**config.mk**
```make
export PLATFORM = sky130hd
export DESIGN_NAME = hex_entry_ctrl
export DESIGN_NICKNAME = d
export VERILOG_FILES = /design/src/rtl/hex_entry_pkg.sv /design/src/rtl/hex_entry_ctrl_btn_debounce.sv /design/src/rtl/hex_entry_ctrl.sv
export SDC_FILE = /design/constraint.sdc
export NUM_CORES = 1
export LEC_CHECK = 0
export ABC_AREA = 1
export BUFFER_PORTS_ARGS = -buffer_cell sky130_fd_sc_hd__buf_4
export CAP_MARGIN = 25
export CORE_MARGIN = 2
export CORE_UTILIZATION = 24
export CTS_BUF_LIST = sky130_fd_sc_hd__clkbuf_8
export DETAILED_ROUTE_END_ITERATION = 8
export GPL_TIMING_DRIVEN = 1
export HOLD_SLACK_MARGIN = 0.02
export PLACE_DENSITY_LB_ADDON = 0.1
export SLEW_MARGIN = 20
export SYNTH_ARGS = -nofsm -noshare
export SYNTH_HDL_FRONTEND = slang
export SYNTH_SLANG_ARGS = --single-unit
```
**constraint.sdc**
```tcl
create_clock -name clk -period 1.7 [get_ports clk]
set_input_delay 0.17 -clock clk [delete_from_list [all_inputs] [get_ports clk]]
set_output_delay 0.17 -clock clk [all_outputs]
set_load 0.01 [all_outputs]
```
**src/rtl/hex_entry_pkg.sv**
```systemverilog
// Shared encodings for the hex entry controller: FSM states, cursor-to-nibble
// mapping and default debounce timing.
package hex_entry_pkg;

    typedef enum logic [1:0] {
        S_PT   = 2'd0,
        S_KEY  = 2'd1,
        S_SEND = 2'd2
    } state_e;

    localparam int unsigned DEBOUNCE_CYCLES_DEFAULT = 1_000_000;
    localparam int unsigned CNT_W_DEFAULT           = 20;

    localparam int unsigned NIB_W    = 4;
    localparam int unsigned CUR0_LSB = 12;
    localparam int unsigned CUR1_LSB = 8;
    localparam int unsigned CUR2_LSB = 4;
    localparam int unsigned CUR3_LSB = 0;

    // Cursor 0 is the leftmost digit, so the slice moves right as cursor grows.
    function automatic logic [15:0] put_nibble(input logic [15:0] word,
                                               input logic [1:0]  cur,
                                               input logic [3:0]  nib);
        logic [15:0] res;
        res = word;
        case (cur)
            2'd0:    res[CUR0_LSB +: NIB_W] = nib;
            2'd1:    res[CUR1_LSB +: NIB_W] = nib;
            2'd2:    res[CUR2_LSB +: NIB_W] = nib;
            default: res[CUR3_LSB +: NIB_W] = nib;
        endcase
        return res;
    endfunction

endpackage

```
**src/rtl/hex_entry_ctrl_btn_debounce.sv**
```systemverilog
// Push-button conditioner: 2-FF synchronizer, stable-count debouncer and a
// one-cycle pulse on each debounced rising edge.
module btn_debounce
    import hex_entry_pkg::*;
#(
    parameter int unsigned DEBOUNCE_CYCLES = DEBOUNCE_CYCLES_DEFAULT,
    parameter int unsigned CNT_W           = CNT_W_DEFAULT
) (
    input  logic clk,
    input  logic rst_n,
    input  logic btn_i,
    output logic pulse_o
);

    localparam logic [CNT_W-1:0] CntLast = CNT_W'(DEBOUNCE_CYCLES - 1);

    logic             sync1_q, sync2_q;
    logic             level_q;
    logic             pulse_q;
    logic [CNT_W-1:0] cnt_q;

    always_ff @(posedge clk or negedge rst_n) begin
        if (!rst_n) begin
            sync1_q <= 1'b0;
            sync2_q <= 1'b0;
        end else begin
            sync1_q <= btn_i;
            sync2_q <= sync1_q;
        end
    end

    // Any cycle back at the old level restarts the stability count.
    always_ff @(posedge clk or negedge rst_n) begin
        if (!rst_n) begin
            level_q <= 1'b0;
            cnt_q   <= '0;
            pulse_q <= 1'b0;
        end else begin
            pulse_q <= 1'b0;
            if (sync2_q != level_q) begin
                if (cnt_q == CntLast) begin
                    level_q <= sync2_q;
                    cnt_q   <= '0;
                    pulse_q <= sync2_q;
                end else begin
                    cnt_q <= cnt_q + 1'b1;
                end
            end else begin
                cnt_q <= '0;
            end
        end
    end

    assign pulse_o = pulse_q;

endmodule

```
**src/rtl/hex_entry_ctrl.sv**
```systemverilog
// Nibble-at-a-time entry of a 16-bit plaintext and key with live display
// preview, handing the pair to the AES core over valid/ready.
module hex_entry_ctrl
    import hex_entry_pkg::*;
#(
    parameter int unsigned DEBOUNCE_CYCLES = DEBOUNCE_CYCLES_DEFAULT,
    parameter int unsigned CNT_W           = CNT_W_DEFAULT
) (
    input  logic        clk,
    input  logic        rst_n,
    input  logic [3:0]  sw_i,
    input  logic        btn_next_i,
    input  logic        btn_enter_i,
    input  logic        btn_clear_i,
    output logic [3:0]  disp0_o,
    output logic [3:0]  disp1_o,
    output logic [3:0]  disp2_o,
    output logic [3:0]  disp3_o,
    output logic [1:0]  cursor_o,
    output logic [1:0]  state_o,
    output logic [15:0] pt_out_o,
    output logic [15:0] key_out_o,
    output logic        out_valid_o,
    input  logic        out_ready_i
);

    logic        next_p, enter_p, clear_p;
    logic [3:0]  sw_meta_q, sw_sync_q;
    state_e      state_q;
    logic [1:0]  cursor_q;
    logic [15:0] buf_q;
    logic [15:0] pt_q, key_q;
    logic        valid_q;
    logic [15:0] commit_word;
    logic [15:0] disp_word;

    btn_debounce #(.DEBOUNCE_CYCLES(DEBOUNCE_CYCLES), .CNT_W(CNT_W)) u_db_next (
        .clk     (clk),
        .rst_n   (rst_n),
        .btn_i   (btn_next_i),
        .pulse_o (next_p)
    );

    btn_debounce #(.DEBOUNCE_CYCLES(DEBOUNCE_CYCLES), .CNT_W(CNT_W)) u_db_enter (
        .clk     (clk),
        .rst_n   (rst_n),
        .btn_i   (btn_enter_i),
        .pulse_o (enter_p)
    );

    btn_debounce #(.DEBOUNCE_CYCLES(DEBOUNCE_CYCLES), .CNT_W(CNT_W)) u_db_clear (
        .clk     (clk),
        .rst_n   (rst_n),
        .btn_i   (btn_clear_i),
        .pulse_o (clear_p)
    );

    // Switches are long settled by the time a debounced pulse arrives, so a
    // plain 2-FF synchronizer is enough for the committed value.
    always_ff @(posedge clk or negedge rst_n) begin
        if (!rst_n) begin
            sw_meta_q <= '0;
            sw_sync_q <= '0;
        end else begin
            sw_meta_q <= sw_i;
            sw_sync_q <= sw_meta_q;
        end
    end

    assign commit_word = put_nibble(buf_q, cursor_q, sw_sync_q);

    always_ff @(posedge clk or negedge rst_n) begin
        if (!rst_n) begin
            state_q  <= S_PT;
            cursor_q <= 2'd0;
            buf_q    <= '0;
            pt_q     <= '0;
            key_q    <= '0;
            valid_q  <= 1'b0;
        end else if (clear_p) begin
            state_q  <= S_PT;
            cursor_q <= 2'd0;
            buf_q    <= '0;
            valid_q  <= 1'b0;
        end else begin
            case (state_q)
                S_PT, S_KEY: begin
                    if (enter_p) begin
                        buf_q    <= '0;
                        cursor_q <= 2'd0;
                        if (state_q == S_PT) begin
                            pt_q    <= commit_word;
                            state_q <= S_KEY;
                        end else begin
                            key_q   <= commit_word;
                            valid_q <= 1'b1;
                            state_q <= S_SEND;
                        end
                    end else if (next_p) begin
                        buf_q    <= commit_word;
                        cursor_q <= cursor_q + 2'd1;
                    end
                end
                S_SEND: begin
                    if (out_ready_i) begin
                        valid_q <= 1'b0;
                        state_q <= S_PT;
                    end
                end
                default: begin
                    state_q <= S_PT;
                    valid_q <= 1'b0;
                end
            endcase
        end
    end

    // The preview uses the raw switches so the digit reacts immediately.
    assign disp_word = (state_q == S_SEND) ? key_q : put_nibble(buf_q, cursor_q, sw_i);

    assign disp0_o     = disp_word[3:0];
    assign disp1_o     = disp_word[7:4];
    assign disp2_o     = disp_word[11:8];
    assign disp3_o     = disp_word[15:12];
    assign cursor_o    = cursor_q;
    assign state_o     = state_q;
    assign pt_out_o    = pt_q;
    assign key_out_o   = key_q;
    assign out_valid_o = valid_q;

endmodule

```
==> impl_metrics.yaml, run 1 <==
status:
  status: "finished, violations left"
  violations: "setup timing"
drt:
  avgRoutedWirePerCell_um: 15.0
  remaining_number_of_nets_flagged_by_the_antenna_check_after_routing: 0
  route.vias.total: 5581
  first_iter_violations: 351
  drc: 0
  dr.pass1.iters: 4
  vias_per_cell: 4.39
  drt-total-wl_mm: 19.1
synth:
  synth-xor-area-share_pct: 4.43
  synthesis.nets: 830
  syn-cell-area_um2: 6630
  number_of_unique_standard_cell_types_used_by_synthesis: 34
  ys_ff_latch: 133
  post_synth_fa_ha_maj_area_fraction_pct: 1.32
  synthCells: 813
  ys_seq_area_share_pct: 50.2
  synth-compound-area-share_pct: 7.44
  synth_simple_gate_area_share_pct: 30.6
  synth_top_family_by_area: "simple AND/OR/NAND/NOR gates"
  number_of_warnings_issued_by_yosys: 0
  post_synth.cell_area_avg_um2: 8.16
  synth.mux.area_fraction_pct: 0
floorplanning:
  total_number_of_placement_rows: 60
  fp.dieH_um: 170
  full_die_area_um2: 29000
  floorplan.io_pins: 63
  fp.dieW_um: 170
  core_area_um2: 27000
  initial_standard_cell_utilization_of_the_core_pct: 24.5
layout:
  filler_cell_count: 2910
  multi_input_comb_area_um2: 3050
  final-seq-area_um2: 3330
  drive_gt1_share_pct: 22.6
  postLayoutCellArea_um2: 8450
  area_growth_pct: 27.5
  insertedDiodeCount: 0
  number_of_nets_at_the_end_of_the_flow: 934
global_route:
  grt_overflow_total: 0
  grt_first_pass_wirelength_mm: 30.6
  first_global_vias: 5467
  groute.usage.overall_pct: 13.8
  grt_start_max_net_pins: 51
  grt_antenna_before_repair: 0
critical_path:
  critPathMostFrequentCell: "buf_6"
  arrival_ns: 1.66
  timing.critical_path.from_type: "flop"
  crit_path_cell_trace: "inv_4 > ha_4 > buf_6 > nor2_2 > o21ai_2 > buf_6"
  largest_fanout_on_the_critical_path: 6
  critPathTopFamily: "flip-flops"
  worst-r2r-cell-count: 8
  timing.reg2reg.setup_slack_ns: 0.21
  critPathRequiredTime_ns: 1.53
  r2r_end: "u_db_next.cnt_q[12]"
  regToRegStartpoint: "u_db_next.cnt_q[0]"
  critPathMaxStageDelay_ns: 0.48
  cp.buffers_inverters: 3
  critPathCaptureType: "output port"
  setup.worst_path.class: "reg2out"
  crit_end: "disp3_o[0]"
  worst_setup_path_startpoint: "cursor_o[1]"
  worst-path-stages: 6
  slowest_stage: "dfrtp_2"
placed_design:
  gpl.final_weighted_congestion: 0.794
  hpwlAfterDp_mm: 14.2
  dpl_cell_area_um2: 7680
  portBuffers: 62
clocking:
  clock_path_buffers: 2
  cts_num_sinks: 133
  numCtsBuffers: 17
  cts_tree: "built"
  clockRootBuffer: "clkbuf_8"
  htree_levels: 4
  clk_pin_slew_worst_paths_ns: 0.08
  clock_latency_at_the_later_pin_of_the_worst_skew_pair_ns: 0.44
timing:
  post-route-min-period_ns: 1.83
  final_worst_path_cycle_share_pct: 108
  max_slew_margin_pct: 62.1
  worst_pin_slew_ns: 0.568
  rsz0062_at_grt: "yes"
  timing.final.hold_violations: 0
  finalWorstSetupSlack_ns: -0.130
  tns_ns: -1.42
  clock.fmax_ghz: 0.546
  setup_violations: 16
  timing_max_transition_violations_final: 0
  hold-worst-slack_ns: 0.262
  final.setup_skew_ns: 0.0172
pwr:
  max-vdd-ir-drop_v: 0.000415
  power.leakage_nw: 3.83
  powerDensity_nw_per_um2: 740
  total_power_mw: 6.25
flow_run:
  drv.max_cap_violation_count: 0
min_path:
  worst_hold_path_type: "in2async"
[Yosys cell counts]
| cell type | count | share of area (%) |
|---|---|---|
| a21oi_1 | 22 | 1.7 |
| and2_1 | 2 | 0.19 |
| buf_2 | 10 | 0.75 |
| buf_4 | 3 | 0.34 |
| clkbuf_1 | 2 | 0.11 |
| clkbuf_2 | 2 | 0.15 |
| dfrtp_1 | 133 | 50 |
| ha_1 | 7 | 1.3 |
| inv_1 | 77 | 4.4 |
| inv_2 | 6 | 0.34 |
| nand2_1 | 153 | 8.7 |
| nand2_2 | 10 | 0.94 |
| nand3_1 | 91 | 6.9 |
| nand3_2 | 5 | 0.75 |
| nand3b_1 | 2 | 0.23 |
| nand4_1 | 5 | 0.47 |
| nand4_2 | 1 | 0.19 |
| nor2_1 | 141 | 8.0 |
| nor2_2 | 8 | 0.75 |
| nor2_4 | 9 | 1.5 |
| nor3_1 | 9 | 0.68 |
| nor3_2 | 3 | 0.45 |
| nor3_4 | 1 | 0.25 |
| nor3b_1 | 2 | 0.23 |
| nor3b_2 | 1 | 0.19 |
| o21ai_0 | 51 | 3.8 |
| o21ai_1 | 21 | 1.6 |
| o21ai_2 | 1 | 0.13 |
| o21bai_1 | 1 | 0.11 |
| o22ai_1 | 1 | 0.094 |
| or2_2 | 2 | 0.19 |
| xnor2_1 | 7 | 0.92 |
| xor2_1 | 21 | 2.8 |
| xor2_2 | 3 | 0.74 |
[stage by stage]
stage          utilization, %  std cells  setup slack (ns)
2_1_floorplan               -        813             0.241
3_3_place_gp             28.4       1222           -0.0232
3_5_place_dp             28.4       1222            0.0285
4_1_cts                  31.0       1269            -0.164
5_1_grt                  31.3       1270            -0.223
6_report                 31.3       1270            -0.130
[layout by cell type, fill, tap and decap left out, types with 4 or more instances in the layout]
| cell | Yosys | routed |
|---|---|---|
| ha_4 | 0 | 4 |
| dfrtp_2 | 0 | 4 |
| nand4_1 | 5 | 5 |
| buf_6 | 0 | 7 |
| a21oi_1 | 22 | 22 |
| nand3_2 | 5 | 5 |
| o21ai_2 | 1 | 14 |
| clkbuf_8 | 0 | 19 |
| dfrtp_1 | 133 | 129 |
| dlygate4sd3_1 | 0 | 9 |
| xnor2_1 | 7 | 7 |
| nand3_1 | 91 | 91 |
| o21ai_1 | 21 | 32 |
| inv_1 | 77 | 73 |
| nand2_1 | 153 | 152 |
| nor2_4 | 9 | 13 |
| o21ai_0 | 51 | 27 |
| buf_4 | 3 | 78 |
| inv_4 | 0 | 8 |
| inv_2 | 6 | 5 |
| nor3_1 | 9 | 9 |
| nor2_1 | 141 | 131 |
| nor2_2 | 8 | 14 |
| buf_12 | 0 | 7 |
| xor2_1 | 21 | 21 |
| nand2_2 | 10 | 10 |
[sequential cells by signal, summed over array words and instances (netlist names), 4 cells and up]
name and cells:
u_db_next.cnt_q 20, pt_out_o 16, u_db_clear.cnt_q 20, sw_sync_q 4, sw_meta_q 4, buf_q 16, u_db_enter.cnt_q 20, key_out_o 16
[cell type report]
cell class / count / share of cell area (%)
sequential: 133 / 39.4
multi-input combinational: 580 / 36.1
timing repair buffer: 102 / 10.8
tap: 341 / 5.05
inverter: 83 / 3.92
clock buffer: 19 / 3.09
clock inverter: 12 / 1.64
[report_power, final]
part / switching [mW] / internal [mW]
clock network: 1.28 / 1.50
registers: 0.0209 / 3.19
logic: 0.166 / 0.0957
[worst min-delay path by stage]
stage / endpoint / slack (ns) / cells after the start
2_1_floorplan: buf_q[0] / -0.13 / 0
3_3_place_gp: u_db_clear.cnt_q[14] / 0.18 / 1
3_5_place_dp: u_db_clear.cnt_q[14] / 0.18 / 1
4_1_cts: u_db_clear.cnt_q[19] / 0.26 / 2
5_1_grt: u_db_clear.cnt_q[19] / 0.27 / 2
6_report: u_db_clear.cnt_q[19] / 0.26 / 2
[timing repair]
action                     in CTS  in global routing
hold buffers                    9                  0
resized for setup              70                 21
buffers inserted                7                  1
hold endpoints to repair       50                  0
pin swaps                      15                 12
setup endpoints to repair      16                 16
[kinds of logic after synthesis]
family | count (synthesis)
and+or+nand+nor | 445
DFF | 133
buffers and inverters | 100
adders and majority gates | 7
xor gates and xnor gates | 31
AOI/OAI and AO/OA | 97
[worst register-to-register path, delay by kind of cell, from the launching register on]
kind / cells / cell delay [ns]
adders and majority gates: 1 / 0.24
buffers and inverters: 1 / 0.08
DFF: 1 / 0.40
and+or+nand+nor: 6 / 0.66
[routing by layer]
layer  wire [um]  track usage, %
met5           0               0
met4         228            3.83
met3         811            3.65
met2        8530            20.8
met1        9500            19.4
No activity file was read; power rests on OpenSTA's default activity.
==> inputs of run 2 (changes only) <==
CAP_MARGIN = default   (was 25)
clock period = 2.01 ns   (was 1.7 ns; I/O delays follow)
==> run 2 against run 1 <==
  * The run now ends clean
  * Worst setup slack better by 0.22 ns
  * Largest power group unchanged
  * Via count down 1.5%
  * Critical path depth unchanged
  * Count of clock-buffer cells in the layout rose by 1
  * Clock power down 6%
  * Wire length shrank 0.56%
  * Sequential power decreased by 16%
  * Register-to-register slack gained 0.25 ns
  * Power down 12%
  * Utilization fell by 1.1 points
  * Critical path type unchanged
  * Worst hold slack worse by 0.20 ns
==> impl_metrics.yaml, run 2 (synthesis gave the netlist of run 1 again) <==
pwr:
  powerDensity_nw_per_um2: 676
  power.leakage_nw: 3.67
  max-vdd-ir-drop_v: 0.000348
timing:
  max_slew_margin_pct: 72.2
  worst_pin_slew_ns: 0.417
  final_worst_path_cycle_share_pct: 95.8
  post-route-min-period_ns: 1.93
  timing_max_transition_violations_final: 0
  setup_violations: 0
  final.setup_skew_ns: 0.0186
  rsz0062_at_grt: "no"
  timing.final.hold_violations: 0
  clock.fmax_ghz: 0.519
  finalWorstSetupSlack_ns: 0.0848
clocking:
  clk_pin_slew_worst_paths_ns: 0.08
  numCtsBuffers: 17
  cts_tree: "built"
  htree_levels: 4
  clockRootBuffer: "clkbuf_8"
  clock_path_buffers: 2
  cts_num_sinks: 133
  clock_latency_at_the_later_pin_of_the_worst_skew_pair_ns: 0.45
drt:
  remaining_number_of_nets_flagged_by_the_antenna_check_after_routing: 0
  route.vias.total: 5499
  avgRoutedWirePerCell_um: 15.2
  drc: 0
  vias_per_cell: 4.40
  first_iter_violations: 381
  drt-total-wl_mm: 19.0
  dr.pass1.iters: 5
floorplanning:
  initial_standard_cell_utilization_of_the_core_pct: 24.5
  full_die_area_um2: 29000
  total_number_of_placement_rows: 60
  fp.dieW_um: 170
  floorplan.io_pins: 63
  fp.dieH_um: 170
  core_area_um2: 27000
layout:
  insertedDiodeCount: 0
  filler_cell_count: 2937
  postLayoutCellArea_um2: 8160
  multi_input_comb_area_um2: 2950
  largestRegisters: "u_db_clear.cnt_q (20), u_db_enter.cnt_q (20), u_db_next.cnt_q (20)"
  area_growth_pct: 23.1
  number_of_nets_at_the_end_of_the_flow: 914
  most_frequent_standard_cell_in_the_layout_excluding_fill_and_tap_cells: "nand2_1"
  final-seq-area_um2: 3330
  final_cell_mix: "nand2_1, nor2_1, dfrtp_1"
  drive_gt1_share_pct: 18.4
critical_path:
  r2r_end: "u_db_enter.cnt_q[3]"
  largest_fanout_on_the_critical_path: 7
  timing.reg2reg.setup_slack_ns: 0.46
  timing.critical_path.from_type: "flop"
  worst-r2r-cell-count: 6
  critPathRequiredTime_ns: 1.81
  setup.worst_path.class: "reg2out"
  critPathCaptureType: "output port"
  regToRegStartpoint: "u_db_enter.cnt_q[0]"
  arrival_ns: 1.72
placed_design:
  portBuffers: 62
  pre_cts_ws_ns: 0.319
  hpwlAfterDp_mm: 13.6
  gpl.final_weighted_congestion: 0.779
  dpl_cell_area_um2: 7530
global_route:
  first_global_vias: 5500
  grt_first_pass_wirelength_mm: 30.8
  grt_start_max_net_pins: 55
  grt_antenna_before_repair: 0
  grt_overflow_total: 0
  groute.usage.overall_pct: 13.9
flow_run:
  drv.max_cap_violation_count: 0
min_path:
  worst_hold_path.endpoint: "state_o[1]"
  worst_hold_path_stage_count: 4
  hold_start: "out_ready_i"
  worst_hold_path_type: "in2reg"
status:
  status: "complete, no violations"
run 2: cell count changes in the layout (fill, tap and decap cells not counted), sizes merged:
cell | previous run | this run
buf | 93 | 73
dlygate4sd3 | 9 | 8
bufinv | 3 | 4
clkinv | 3 | 4
inv | 86 | 84
clkbuf | 19 | 21
run 2: critical path, cell delays in order (launching register included):
cell and delay (ns):
dfrtp_2 0.46, inv_4 0.07, ha_4 0.19, inv_4 0.07
o21ai_0 0.07, o21ai_1 0.24, buf_4 0.17
run 2: power by group:
part	internal, mW	total (mW)	leakage, nW	switching [mW]
combinational	0.0615	0.197	1.64	0.135
clock	1.45	2.60	0.222	1.15
sequential	2.70	2.72	1.81	0.0175
run 2: cell type report:
| class | count | area share [%] |
|---|---|---|
| Clock buffer | 20 | 3.37 |
| Clock inverter | 12 | 2.18 |
| Inverter | 83 | 3.91 |
| Multi-Input combinational cell | 580 | 36.2 |
| Sequential cell | 133 | 40.8 |
| Tap cell | 341 | 5.23 |
| Timing Repair Buffer | 82 | 8.31 |
run 2: how the worst max path moves through the flow:
stage | from | end | depth (start not counted)
after floorplan | cursor_o[0] | disp3_o[3] | 6
after global placement | cursor_o[0] | disp3_o[3] | 6
after detailed placement | cursor_o[0] | disp1_o[0] | 6
after CTS | cursor_o[0] | disp1_o[0] | 6
after global routing | cursor_o[1] | disp3_o[3] | 7
final | cursor_o[1] | disp3_o[0] | 6
run 2: metal layers:
metal  up-vias  GRT usage (%)  wire length, um
li1       2780              -                -
met4         0           3.60              169
met3        16           3.60              920
met1      2593           19.3             9380
met2       110           21.6             8500
met5         -              0                0
run 2: stage by stage:
step           power [mW]  hold WS, ns  std cells  TNS (ns)  util (%)
2_1_floorplan        2.84      -0.0946        813         0         -
3_3_place_gp         2.97        0.133       1207         0      27.9
3_5_place_dp         2.97        0.139       1207         0      27.9
4_1_cts              5.62       0.0366       1250   -0.0456      30.0
5_1_grt              5.78       0.0619       1251         0      30.2
6_report             5.51       0.0665       1251         0      30.2
run 2: what timing repair did:
action	4_1_cts	5_1_grt
hold buffers	8	0
setup buffers	3	1
setup endpoints to repair	16	16
resized for setup	9	22
endpoints found under the hold margin	38	0
pin swaps	1	2
==> inputs of run 3 (changes only) <==
--- a/config.mk
+++ b/config.mk
@@ -15,5 +15,4 @@
 export HOLD_SLACK_MARGIN = 0.02
 export PLACE_DENSITY_LB_ADDON = 0.1
-export SLEW_MARGIN = 20
 export SYNTH_ARGS = -nofsm -noshare
 export SYNTH_HDL_FRONTEND = slang
==> constraint.sdc (replaced) <==
create_clock -name clk -period 2.01 [get_ports clk]
set_input_delay 0.402 -clock clk [delete_from_list [all_inputs] [get_ports clk]]
set_output_delay 0.402 -clock clk [all_outputs]
set_load 0.01 [all_outputs]
==> run 3 against run 2 <==
  * The flow now finishes with violations (setup timing)
  * Sequential cell count is the same
  * Design area grew 2.4%
  * Critical path depth is the same
  * Non-clock buffer count grew 6
  * Wire length grew 1.7%
  * Largest cell class unchanged
  * Global-route usage grew 0.10 points
  * Clock skew grew 0.0051 ns
  * Critical endpoint is now disp0_o[2]
  * Power grew 2.6%
  * Largest power group is now the clock network
  * Highest routed layer unchanged
  * Worst hold slack gained 0.0042 ns
  * First-iteration DRC count grew 16%
  * Clock power grew 5%
==> impl_metrics.yaml, run 3 (synthesis gave the netlist of run 1 again) <==
timing:
  max_slew_margin_pct: 59.5
  finalWorstSetupSlack_ns: -0.0842
  clock.fmax_ghz: 0.478
  timing_max_transition_violations_final: 0
  rsz0062_at_grt: "yes"
  worst_pin_slew_ns: 0.606
  final.setup_skew_ns: 0.0236
  post-route-min-period_ns: 2.09
  final_worst_path_cycle_share_pct: 104
  setup_violations: 11
  timing.final.hold_violations: 0
critical_path:
  critPathMaxStageDelay_ns: 0.43
  arrival_ns: 1.69
  critPathMostFrequentCell: "o21ai_1"
  largest_fanout_on_the_critical_path: 7
  critPathRequiredTime_ns: 1.61
  setup.worst_path.class: "reg2out"
  timing.critical_path.from_type: "flop"
  slowest_stage: "dfrtp_2"
  crit_path_cell_trace: "nor2_4 > buf_12 > clkinvlp_4 > o21ai_1 > o21ai_1 > buf_4"
  critPathCaptureType: "output port"
clocking:
  numCtsBuffers: 17
  cts_tree: "built"
  clk_pin_slew_worst_paths_ns: 0.07
  cts_num_sinks: 133
  clock_path_buffers: 2
  htree_levels: 4
  clock_latency_at_the_later_pin_of_the_worst_skew_pair_ns: 0.45
  clockRootBuffer: "clkbuf_8"
floorplanning:
  floorplan.io_pins: 63
  fp.dieW_um: 170
  fp.dieH_um: 170
  initial_standard_cell_utilization_of_the_core_pct: 24.5
  core_area_um2: 27000
  total_number_of_placement_rows: 60
  full_die_area_um2: 29000
min_path:
  worst_hold_path_type: "in2reg"
pwr:
  power.leakage_nw: 3.76
  powerDensity_nw_per_um2: 677
  total_power_mw: 5.66
  max-vdd-ir-drop_v: 0.000405
drt:
  first_iter_violations: 443
  remaining_number_of_nets_flagged_by_the_antenna_check_after_routing: 0
  drc: 0
  avgRoutedWirePerCell_um: 15.3
  drt-total-wl_mm: 19.3
  vias_per_cell: 4.37
  route.vias.total: 5498
  dr.pass1.iters: 5
placed_design:
  hpwlAfterDp_mm: 13.6
  portBuffers: 62
  gpl.final_weighted_congestion: 0.769
global_route:
  grt_antenna_before_repair: 0
  groute.usage.overall_pct: 14.0
  grt_first_pass_wirelength_mm: 31.2
  grt_overflow_total: 0
  grt_start_max_net_pins: 43
  first_global_vias: 5532
layout:
  postLayoutCoreUtil_pct: 30.9
  most_frequent_standard_cell_in_the_layout_excluding_fill_and_tap_cells: "nand2_1"
  insertedDiodeCount: 0
  area_growth_pct: 26.0
  largestRegisters: "u_db_clear.cnt_q (20), u_db_enter.cnt_q (20), u_db_next.cnt_q (20)"
  drive_gt1_share_pct: 21.3
  number_of_nets_at_the_end_of_the_flow: 921
  final_cell_mix: "nand2_1, nor2_1, dfrtp_1"
status:
  violations: "setup timing"
  status: "finished, violations left"
flow_run:
  drv.max_cap_violation_count: 0
==> run 3: cell type report <==
cell class	instances	area, um^2
fill	2952	18700
sequential	133	3330
multi-input combinational	580	3030
timing repair buffer	88	763
tap	341	427
inverter	83	327
clock inverter	15	239
clock buffer	17	234
timing repair inverter	1	7.51
==> run 3: layer usage <==
layer,vias up,routed length (um),GRT usage [%]
li1,2788,-,-
met1,2594,9480,19.4
met2,99,8590,21.4
met3,17,954,3.93
met4,0,263,4.05
met5,-,0,0
==> run 3: what timing repair did <==
item	CTS	global route
endpoints found under the setup margin	16	16
endpoints found under the hold margin	38	1
pin swaps	8	6
buffers inserted	10	2
cloned	2	0
hold buffers	1	1
resized for setup	55	17
==> run 3: worst paths after layout <==
kind                                           from                    to  slack [ns]  cells past startpoint
worst max-delay path                     state_o[0]            disp0_o[2]       -0.08                      6
worst min-delay path                    btn_enter_i    u_db_enter.sync1_q        0.07                      1
worst max register to register  u_db_enter.cnt_q[0]   u_db_enter.cnt_q[3]        0.39                      6
worst min register to register         sw_meta_q[0]          sw_sync_q[0]        0.34                      0
max in group asynchronous                     rst_n           cursor_o[1]        0.95                      3
min in group asynchronous                     rst_n  u_db_clear.cnt_q[14]        0.46                      2
==> run 3: power breakdown <==
group	switching (mW)	leakage, nW	total [mW]	internal, mW
sequential	0.0172	1.82	2.72	2.70
clock	1.15	0.232	2.74	1.59
combinational	0.137	1.71	0.199	0.0615
==> run 3: stage by stage <==
step           TNS [ns]  setup WS [ns]  cells  instance area (um^2)  hold slack [ns]
3_3_place_gp          0          0.171   1210                  7540            0.332
5_1_grt           -2.21         -0.206   1258                  8350           0.0247
3_5_place_dp          0          0.155   1210                  7540            0.337
2_1_floorplan         0          0.319    813                  6630            0.106
6_report         -0.610        -0.0842   1258                  8350           0.0707
4_1_cts          -0.807        -0.0924   1255                  8270           0.0309
==> run 3: worst max-delay path: cells and delay by family (launching register included) <==
kind	cells	cell delay, ns
buffers and inverters	3	0.44
AO/OA/AOI/OAI	2	0.21
flip-flops	1	0.43
AND/OR/NAND/NOR	1	0.18
